File: src/rtl/dsp_mac_seq_ctrl.sv
`timescale 1ns/1ps
// ---------------------------------------------------------------------------
// dsp_mac_seq_ctrl
//
// Control-side initiator for a single DSP48A1 slice. It runs an N-tap
// multiply-accumulate. Samples come in over a valid/ready handshake. The block
// drives the slice's global clock enable, a one-cycle P/M clear and a
// per-sample OPMODE word. That word is delayed so it meets its sample at the
// slice's OPMODE register. A one-cycle done pulse marks the final P result.
//
// Ports:
//   clk           system clock, rising edge
//   reset         asynchronous, active-high reset
//   start         begin a sequence (sampled in IDLE only)
//   num_taps      tap count, latched when a start is accepted
//   sub           (only with DSP_MAC_SEQ_SUB_EN) subtract mode, latched on start
//   busy          high in every state except IDLE
//   in_valid      source presents a sample on the slice A/B inputs
//   in_ready      block accepts a sample this cycle (decoded from state only)
//   ce            global clock enable for every slice register
//   rstp          synchronous clear for the slice M/P registers
//   opmode        DSP48A1 OPMODE word
//   done          one-cycle pulse, final result is in P
//   result_valid  P holds a completed result
//
// Optional feature macro: DSP_MAC_SEQ_SUB_EN
//   When defined, the block adds a 'sub' input. With sub=1, each accumulate tap
//   subtracts its product from P instead of adding it.
// ---------------------------------------------------------------------------
module dsp_mac_seq_ctrl #(
  parameter int TAP_W      = 8,
  parameter int PIPE_LAT   = 3,
  parameter int OPMODE_DLY = 1
) (
  input  logic             clk,
  input  logic             reset,
  input  logic             start,
  input  logic [TAP_W-1:0] num_taps,
`ifdef DSP_MAC_SEQ_SUB_EN
  input  logic             sub,
`endif
  output logic             busy,
  input  logic             in_valid,
  output logic             in_ready,
  output logic             ce,
  output logic             rstp,
  output logic [7:0]       opmode,
  output logic             done,
  output logic             result_valid
);

  typedef enum logic [2:0] {
    IDLE,
    CLR,
    RUN,
    DRAIN,
    DONE
  } state_t;

  // With OPMODE_DLY=0 the tag goes straight to the port. One storage entry
  // still holds the last tag, so opmode stays steady while the slice is frozen.
  localparam int DEPTH   = (OPMODE_DLY < 1) ? 1 : OPMODE_DLY;
  localparam int DRAIN_W = (PIPE_LAT < 2) ? 1 : $clog2(PIPE_LAT);

  // OPMODE encodings: X selects the multiplier and Z selects P or zero.
  // Bit 7 is the post-adder subtract.
  localparam logic [7:0] TAG_FIRST  = 8'h01;
  localparam logic [7:0] TAG_ACC    = 8'h09;
  localparam logic [7:0] TAG_SUB    = 8'h89;
  localparam logic [7:0] TAG_BUBBLE = 8'h08;

  state_t             state_q;
  logic [TAP_W-1:0]   numTaps_q;
  logic [TAP_W-1:0]   tapCnt_q;
  logic [DRAIN_W-1:0] drainCnt_q;
  logic               busy_q;
  logic               rstp_q;
  logic               done_q;
  logic               resultValid_q;
  logic [7:0]         align_q [DEPTH];

  logic               startAcc;
  logic               accept;
  logic               lastTap;
  logic               subMode;
  logic [7:0]         tag_d;

  // Handshake decode. in_ready depends only on state, so a source may use it
  // to form in_valid without creating a combinational loop.
  assign startAcc = (state_q == IDLE) && start && (num_taps != '0);
  assign in_ready = (state_q == RUN);
  assign accept   = in_ready && in_valid;
  assign lastTap  = (tapCnt_q == (numTaps_q - TAP_W'(1)));

  // The slice advances only when a sample enters or the pipeline is draining.
  // In every other cycle, P and all in-flight products are frozen.
  assign ce = accept || (state_q == DRAIN);

`ifdef DSP_MAC_SEQ_SUB_EN
  logic subMode_q;

  // Subtract mode is captured with the tap count and held for the sequence.
  always_ff @(posedge clk or posedge reset) begin
    if (reset) begin
      subMode_q <= 1'b0;
    end else if (startAcc) begin
      subMode_q <= sub;
    end
  end

  assign subMode = subMode_q;
`else
  assign subMode = 1'b0;
`endif

  // Tag for the sample entering this cycle. The first tap loads P with the
  // product (Z=0). Later taps accumulate onto P. Drain bubbles hold P
  // (X=0, Z=P) and let the last products ripple through.
  always_comb begin
    tag_d = TAG_BUBBLE;
    if (state_q == RUN) begin
      if (tapCnt_q == '0) begin
        tag_d = TAG_FIRST;
      end else if (subMode) begin
        tag_d = TAG_SUB;
      end else begin
        tag_d = TAG_ACC;
      end
    end
  end

  // Alignment shift register. It moves on the same enabled edges as the slice,
  // so each tag keeps a fixed distance from its sample however the stream stalls.
  always_ff @(posedge clk or posedge reset) begin
    if (reset) begin
      for (int i = 0; i < DEPTH; i++) begin
        align_q[i] <= 8'h00;
      end
    end else if (ce) begin
      align_q[0] <= tag_d;
      for (int i = 1; i < DEPTH; i++) begin
        align_q[i] <= align_q[i-1];
      end
    end
  end

  generate
    if (OPMODE_DLY == 0) begin : gOpComb
      assign opmode = ce ? tag_d : align_q[0];
    end else begin : gOpReg
      assign opmode = align_q[DEPTH-1];
    end
  endgenerate

  // Sequencer FSM with registered status outputs. rstp and done are
  // single-cycle pulses, so they default low every cycle.
  // busy and result_valid are set and cleared on the transitions that enter
  // and leave the matching states.
  always_ff @(posedge clk or posedge reset) begin
    if (reset) begin
      state_q       <= IDLE;
      numTaps_q     <= '0;
      tapCnt_q      <= '0;
      drainCnt_q    <= '0;
      busy_q        <= 1'b0;
      rstp_q        <= 1'b0;
      done_q        <= 1'b0;
      resultValid_q <= 1'b0;
    end else begin
      rstp_q <= 1'b0;
      done_q <= 1'b0;
      case (state_q)
        IDLE: begin
          if (startAcc) begin
            numTaps_q     <= num_taps;
            tapCnt_q      <= '0;
            resultValid_q <= 1'b0;
            rstp_q        <= 1'b1;
            busy_q        <= 1'b1;
            state_q       <= CLR;
          end
        end
        CLR: begin
          state_q <= RUN;
        end
        RUN: begin
          if (accept) begin
            tapCnt_q <= tapCnt_q + TAP_W'(1);
            if (lastTap) begin
              if (PIPE_LAT == 1) begin
                done_q        <= 1'b1;
                resultValid_q <= 1'b1;
                state_q       <= DONE;
              end else begin
                drainCnt_q <= DRAIN_W'(PIPE_LAT - 1);
                state_q    <= DRAIN;
              end
            end
          end
        end
        DRAIN: begin
          drainCnt_q <= drainCnt_q - DRAIN_W'(1);
          if (drainCnt_q == DRAIN_W'(1)) begin
            done_q        <= 1'b1;
            resultValid_q <= 1'b1;
            state_q       <= DONE;
          end
        end
        DONE: begin
          busy_q  <= 1'b0;
          state_q <= IDLE;
        end
        default: begin
          busy_q  <= 1'b0;
          state_q <= IDLE;
        end
      endcase
    end
  end

  assign busy         = busy_q;
  assign rstp         = rstp_q;
  assign done         = done_q;
  assign result_valid = resultValid_q;

endmodule

File: config.mk
export PLATFORM = sky130hd
export DESIGN_NAME = dsp_mac_seq_ctrl
export DESIGN_NICKNAME = d
export VERILOG_FILES = /design/src/rtl/dsp_mac_seq_ctrl.sv
export SDC_FILE = /design/constraint.sdc
export NUM_CORES = 1
export LEC_CHECK = 0
export ABC_AREA = 1
export CORE_UTILIZATION = 50
export DETAILED_ROUTE_END_ITERATION = 8
export HOLD_SLACK_MARGIN = 0.08
export PLACE_DENSITY_LB_ADDON = 0.15
export SLEW_MARGIN = 25
export SYNTH_ARGS = -nofsm -noshare
export SYNTH_HDL_FRONTEND = slang
export SYNTH_SLANG_ARGS = --single-unit
File: constraint.sdc
create_clock -name clk -period 1.9 [get_ports clk]
set_input_delay 0.38 -clock clk [delete_from_list [all_inputs] [get_ports clk]]
set_output_delay 0.38 -clock clk [all_outputs]
set_load 0.1 [all_outputs]
==> results of run 1 <==
synth_stat cells (2+ instances only):
library cell / instances
inv_1: 24
ha_1: 4
xnor2_1: 2
dfrtp_1: 27
o21ai_0: 8
buf_4: 7
o21ai_2: 2
nor2_1: 24
or2_2: 2
o21ai_1: 5
nand3_1: 12
o22ai_1: 3
nor3_1: 3
a21oi_1: 3
nand2_1: 64
nand4_1: 2
nor2_2: 3
nand2_2: 4
xor2_1: 3
inv_2: 5
sequential cells by signal (all words and copies together) (netlist names):
signal and cells:
busy 1, done 1, drainCnt_q 2, numTaps_q 8, opmode 2, result_valid 1
rstp 1, state_q 3, tapCnt_q 8
power groups by stage:
stage               Combinational (µW)  Clock, µW  Sequential [µW]
finish                            2130        251              949
global route                      2340        284              980
CTS                               2020        264              945
detailed placement                2020          0              953
global placement                  1990          0              953
floorplan                         1240          0             1260
area by class of cell:
type | instances | area [µm²] | share of cell area [%]
Inverter | 30 | 115 | 5.89
Clock inverter | 1 | 5.00 | 0.256
Multi-Input combinational cell | 156 | 813 | 41.6
Timing Repair Buffer | 27 | 268 | 13.7
Tap cell | 44 | 55.1 | 2.82
Clock buffer | 3 | 22.5 | 1.15
Sequential cell | 27 | 676 | 34.6
critical path, cell delays in order, from the launching register on:
cell and delay [ns]:
dfrtp_1 0.43, inv_2 0.08, nor3_4 0.20, inv_2 0.13
nand2_8 0.08, buf_12 0.16
cells in the final DEF (no fill, tap or decap):
master           instances
a211oi_2                 1
a21oi_1                  3
buf_12                   3
buf_4                   13
clkbuf_4                 3
clkdlybuf4s50_1         11
clkinv_2                 1
conb_1                   6
dfrtp_1                 27
ha_1                     3
ha_4                     1
inv_1                   23
inv_2                    6
inv_4                    1
nand2_1                 62
nand2_2                  4
nand2_4                  1
nand2_8                  1
nand3_1                 12
nand3_2                  1
nand4_1                  2
nor2_1                  22
nor2_2                   5
nor2_4                   1
nor3_1                   3
nor3_4                   1
nor4_1                   1
o21ai_0                  8
o21ai_1                  5
o21ai_2                  2
o22ai_1                  3
o32ai_1                  1
or2_2                    2
xnor2_1                  2
xor2_1                   3
routing by layer:
metal	global-route usage, %	vias up	share of wire, %
li1	-	717	-
met1	29.6	648	46
met2	38.1	45	48
met3	5.05	0	5.6
met4	3.06	0	0
met5	0	-	0
worst max-delay path by stage:
stage,cells after the start,startpoint,to,slack [ns]
2_1_floorplan,5,state_q[2],ce,-0.01
3_3_place_gp,7,num_taps[7],tapCnt_q[1],0.03
3_5_place_dp,7,num_taps[0],tapCnt_q[1],0.001
4_1_cts,6,state_q[2],ce,0.02
5_1_grt,14,numTaps_q[0],state_q[1],0.008
6_report,5,state_q[1],ce,0.10
what timing repair did:
item	4_1_cts	5_1_grt
hold endpoints to repair	0	0
gates cloned	0	0
endpoints found under the setup margin	1	2
pin swaps	0	2
setup buffers	0	5
gates resized for setup	1	5
cell families (layout without fill, tap and decap cells):
kind of cell             after synthesis  after routing  share of synthesized area [%]
buffers and inverters                 38             61                           11.2
other                                  1              6                          0.234
flip-flops                            27             27                           42.2
AO/OA/AOI/OAI                         23             23                           8.59
AND/OR/NAND/NOR                      118            118                           32.0
adder cells (fa/ha/maj)                4              4                           3.13
XOR/XNOR                               5              5                           2.73
through the flow:
step,cells,hold slack (ns),cell area [µm²],setup slack (ns),TNS [ns]
final,288,0.377,1950,0.102,0
after CTS,283,0.386,1890,0.0244,0
after global placement,279,0.459,1860,0.0328,0
after global routing,288,0.410,1950,0.00761,0
after detailed placement,279,0.461,1860,0.00100,0
after floorplan,221,0.433,1640,-0.0107,-0.0107
==> metrics.yaml, run 1 <==
grt_pass1_vias: 1302
yosysTopAreaCell: "dfrtp_1"
viasPerCell: 4.90
grt_max_degree: 28
clkPwrFrac_pct: 7.5
postCtsHoldBufs: 0
max_cap_violations: 0
numCtsBuffers: 3
fin_util_pct: 64.0
clk_pin_slew_ns: 0.15
p_sw_share_pct: 53.3
grt_overflow: 0
dieArea_mm2: 0.00343
gp_congestion: 0.863
synth-async-reset-ratio_pct: 100
dr_total_vias: 1410
antenna_found_initial: 0
nNetsFinal: 261
wirelength_mm: 3.43
reg2reg_from: "numTaps_q[1]"
portBuffers: 19
cts_tree: "yes"
area_growth_pct: 22.0
grt_use_total_pct: 22.2
p_int_uw: 1550
cts_max_level: 1
hpwl_mm: 2.54
clk_latency_ns: 0.33
yosys_warnings: 0
cp-start-kind: "flop"
power_frac_comb_pct: 64.0
yosysTopAreaCellShare_pct: 42.2
io_pins: 26
drive_gt1_share_pct: 19.3
die_y_um: 58.6
p_sw_uw: 1780
endpoint_kind: "primary output"
syn_area_mm2: 0.00160
drv_slew: 0
powerDensity_mw_per_mm2: 1700
drt_iter0_drc: 75
drcViolationCount: 0
diodes: 0
synth_seq_cells: 27
die_x_um: 58.6
netlist_instances: 216
firstDrtPassIters: 4
synth_area_leaders: "dfrtp_1 (42%), nand2_1 (15%), inv_1 (5.6%), nor2_1 (5.6%), nand3_1 (3.8%)"
crit_type: "flop to primary output"
cts_sinks: 27
leakage_uw: 0.000970
pwr-share-seq_pct: 28.5
synth-main-ff-cell: "dfrtp_1"
ant_nets: 0
arrival_ns: 1.42
hold_viol: 0
setup_viol: 0
rows: 20
root_buffer: "clkbuf_4"
crit_required_ns: 1.52
cp_max_fo: 8
yosysSeqAreaShare_pct: 42.2
status: "finished clean"
synth_edf_count: 0
grt_pass1_wl_mm: 5.77
reg2regPathDepth: 14
nFillCells: 279
fmax_mhz: 556
initial_core_util_pct: 52.5
grt_setup_unrepaired: "false"
total_power_uw: 3330
ir_drop_mv: 1.27
min_period_ns: 1.80
fin_skew_ns: 0.0102
coreArea_mm2: 0.00305
syn_area_per_cell_um2: 7.41
rr_endpoint: "state_q[1]"
ctsLongestPathBuffers: 2
wl_per_cell_um: 11.9
rrSetupSlack_ns: 0.15
hp-class: "input port to asynchronous set/reset pin"
synth_cell_types: 29
period_share_pct: 94.6
Note: power is estimated with default switching activity, not from simulation.
==> run 2: changes to the inputs <==
SETUP_SLACK_MARGIN = 0.3   (was not set)
==> run 2 against run 1 <==
Count of clock-buffer cells in the layout stayed put. Cell count up 2.1%. Utilization increased by 2.5 points. Wire length is 4.8% lower. Register-to-register slack improved by 0.08 ns. Fmax is 0.62% lower. Largest cell class unchanged. Largest power group unchanged.
==> metrics.yaml, run 2 (synthesized netlist as in run 1, its figures left out) <==
status: "finished clean"
area_growth_pct: 26.7
setup_slack_ns: 0.0906  # -0.0112 ns
numCtsBuffers: 3  # unchanged
diodes: 0  # unchanged
min_period_ns: 1.81  # +0.0112 ns
io_pins: 26  # unchanged
ctsLongestPathBuffers: 2  # unchanged
clk_pin_slew_ns: 0.15  # about the same
grt_pass1_vias: 1350  # +3.7%
die_x_um: 58.6  # unchanged
powerDensity_mw_per_mm2: 1700  # -0.46%
mostFrequentLayoutCells: "nand2_1 (59), dfrtp_1 (27), inv_1 (22), nor2_1 (22), buf_4 (18)"
drcViolationCount: 0  # unchanged
arrival_ns: 1.43  # about the same
grt_max_degree: 28  # unchanged
coreArea_mm2: 0.00305  # unchanged
setup_viol: 0  # unchanged
wirelength_mm: 3.27  # -4.8%
max_cap_violations: 0  # unchanged
crit_required_ns: 1.52  # about the same
wl_per_cell_um: 11.1  # -6.7%
multiInputGateArea_um2: 830  # +2.0%
endpoint_kind: "primary output"
ant_nets: 0  # unchanged
fin_skew_ns: 0.0134  # +0.00319 ns
dr_total_vias: 1396  # -0.99%
cts_max_level: 1  # unchanged
leakage_uw: 0.00100  # +3.5%
final_common_cell: "nand2_1"
grt_pass1_wl_mm: 5.71  # -0.95%
nNetsFinal: 267  # +2.3%
period_share_pct: 95.2  # +0.59 points
cts_tree: "yes"
viasPerCell: 4.75  # -3.0%
dieArea_mm2: 0.00343  # unchanged
seq_area_um2: 676  # unchanged
crit_type: "flop to primary output"
ir_drop_mv: 1.29  # +1.8%
clk_latency_ns: 0.33  # about the same
firstDrtPassIters: 4  # unchanged
initial_core_util_pct: 52.5  # unchanged
drv_slew: 0  # unchanged
post-place-ws_ns: 0.0935  # +0.0925 ns
cp-start-kind: "flop"
rows: 20  # unchanged
fin_util_pct: 66.5  # +2.5 points
grt_setup_unrepaired: "true"
reg_top3: "numTaps_q: 8 flops, tapCnt_q: 8 flops, state_q: 3 flops"
nFillCells: 280  # +0.36%
die_y_um: 58.6  # unchanged
cts_sinks: 27  # unchanged
hold_viol: 0  # unchanged
portBuffers: 19  # unchanged
antenna_found_initial: 0  # unchanged
grt_use_total_pct: 21.6  # -0.62 points
hpwl_mm: 2.36  # -7.1%
tns_ns: 0  # unchanged
hp-class: "input port to asynchronous set/reset pin"
cp_max_fo: 4  # -4
fmax_mhz: 553  # -0.62%
grt_overflow: 0  # unchanged
drt_iter0_drc: 60  # -20%
gp_congestion: 0.888  # +2.9%
root_buffer: "clkbuf_4"
drive_gt1_share_pct: 23.2  # +3.9 points
[run 2: worst paths after layout]
kind | from | to | slack, ns | cells after the start
worst max-delay path | state_q[2] | ce | 0.09 | 4
min in group clk | drainCnt_q[1] | drainCnt_q[1] | 0.50 | 2
max in group asynchronous | reset | numTaps_q[0] | 1.25 | 3
worst min-delay path | reset | drainCnt_q[0] | 0.38 | 3
worst max register to register | numTaps_q[0] | state_q[1] | 0.23 | 14
worst min register to register | drainCnt_q[1] | drainCnt_q[1] | 0.50 | 2
[run 2: routing by layer]
metal  up-vias  GRT usage [%]  part of all wire (%)  wire length (µm)
li1        732              -                     -                 -
met1       627           29.8                    48              1570
met2        35           36.0                    47              1530
met3         2           4.18                   4.6               152
met4         0           3.74                  0.40                13
met5         -              0                     0                 0
[run 2: layout make-up]
class | instances | area share (%)
clock buffer | 3 | 1.11
timing repair buffer | 33 | 15.4
sequential | 27 | 33.3
clock inverter | 1 | 0.370
tap | 44 | 2.71
multi-input combinational | 156 | 40.9
inverter | 30 | 6.29
[run 2: what timing repair did]
action / 4_1_cts / 5_1_grt
resized for setup: 4 / 18
hold buffers: 0 / 0
setup buffers: 8 / 2
pin swaps: 9 / 8
endpoints found under the setup margin: 6 / 22
[run 2: critical path, stage by stage (launching register included)]
cell and delay [ns]:
dfrtp_1 0.44, nor3_2 0.28, inv_2 0.12, nand2_8 0.09, buf_12 0.16
[run 2: through the flow]
| stage | instances | instance area (µm²) | hold WS [ns] | total power (µW) |
|---|---|---|---|---|
| floorplan | 221 | 1640 | 0.433 | 2510 |
| global placement | 280 | 1860 | 0.458 | 2920 |
| detailed placement | 280 | 1860 | 0.465 | 2930 |
| CTS | 292 | 1960 | 0.362 | 3350 |
| global route | 294 | 2030 | 0.409 | 3740 |
| finish | 294 | 2030 | 0.380 | 3440 |
[run 2: power by group]
part | internal (µW) | switching, µW | leakage, µW
registers | 771 | 172 | 0.000347
clock network | 80.6 | 169 | 0.0000139
logic | 788 | 1460 | 0.000643
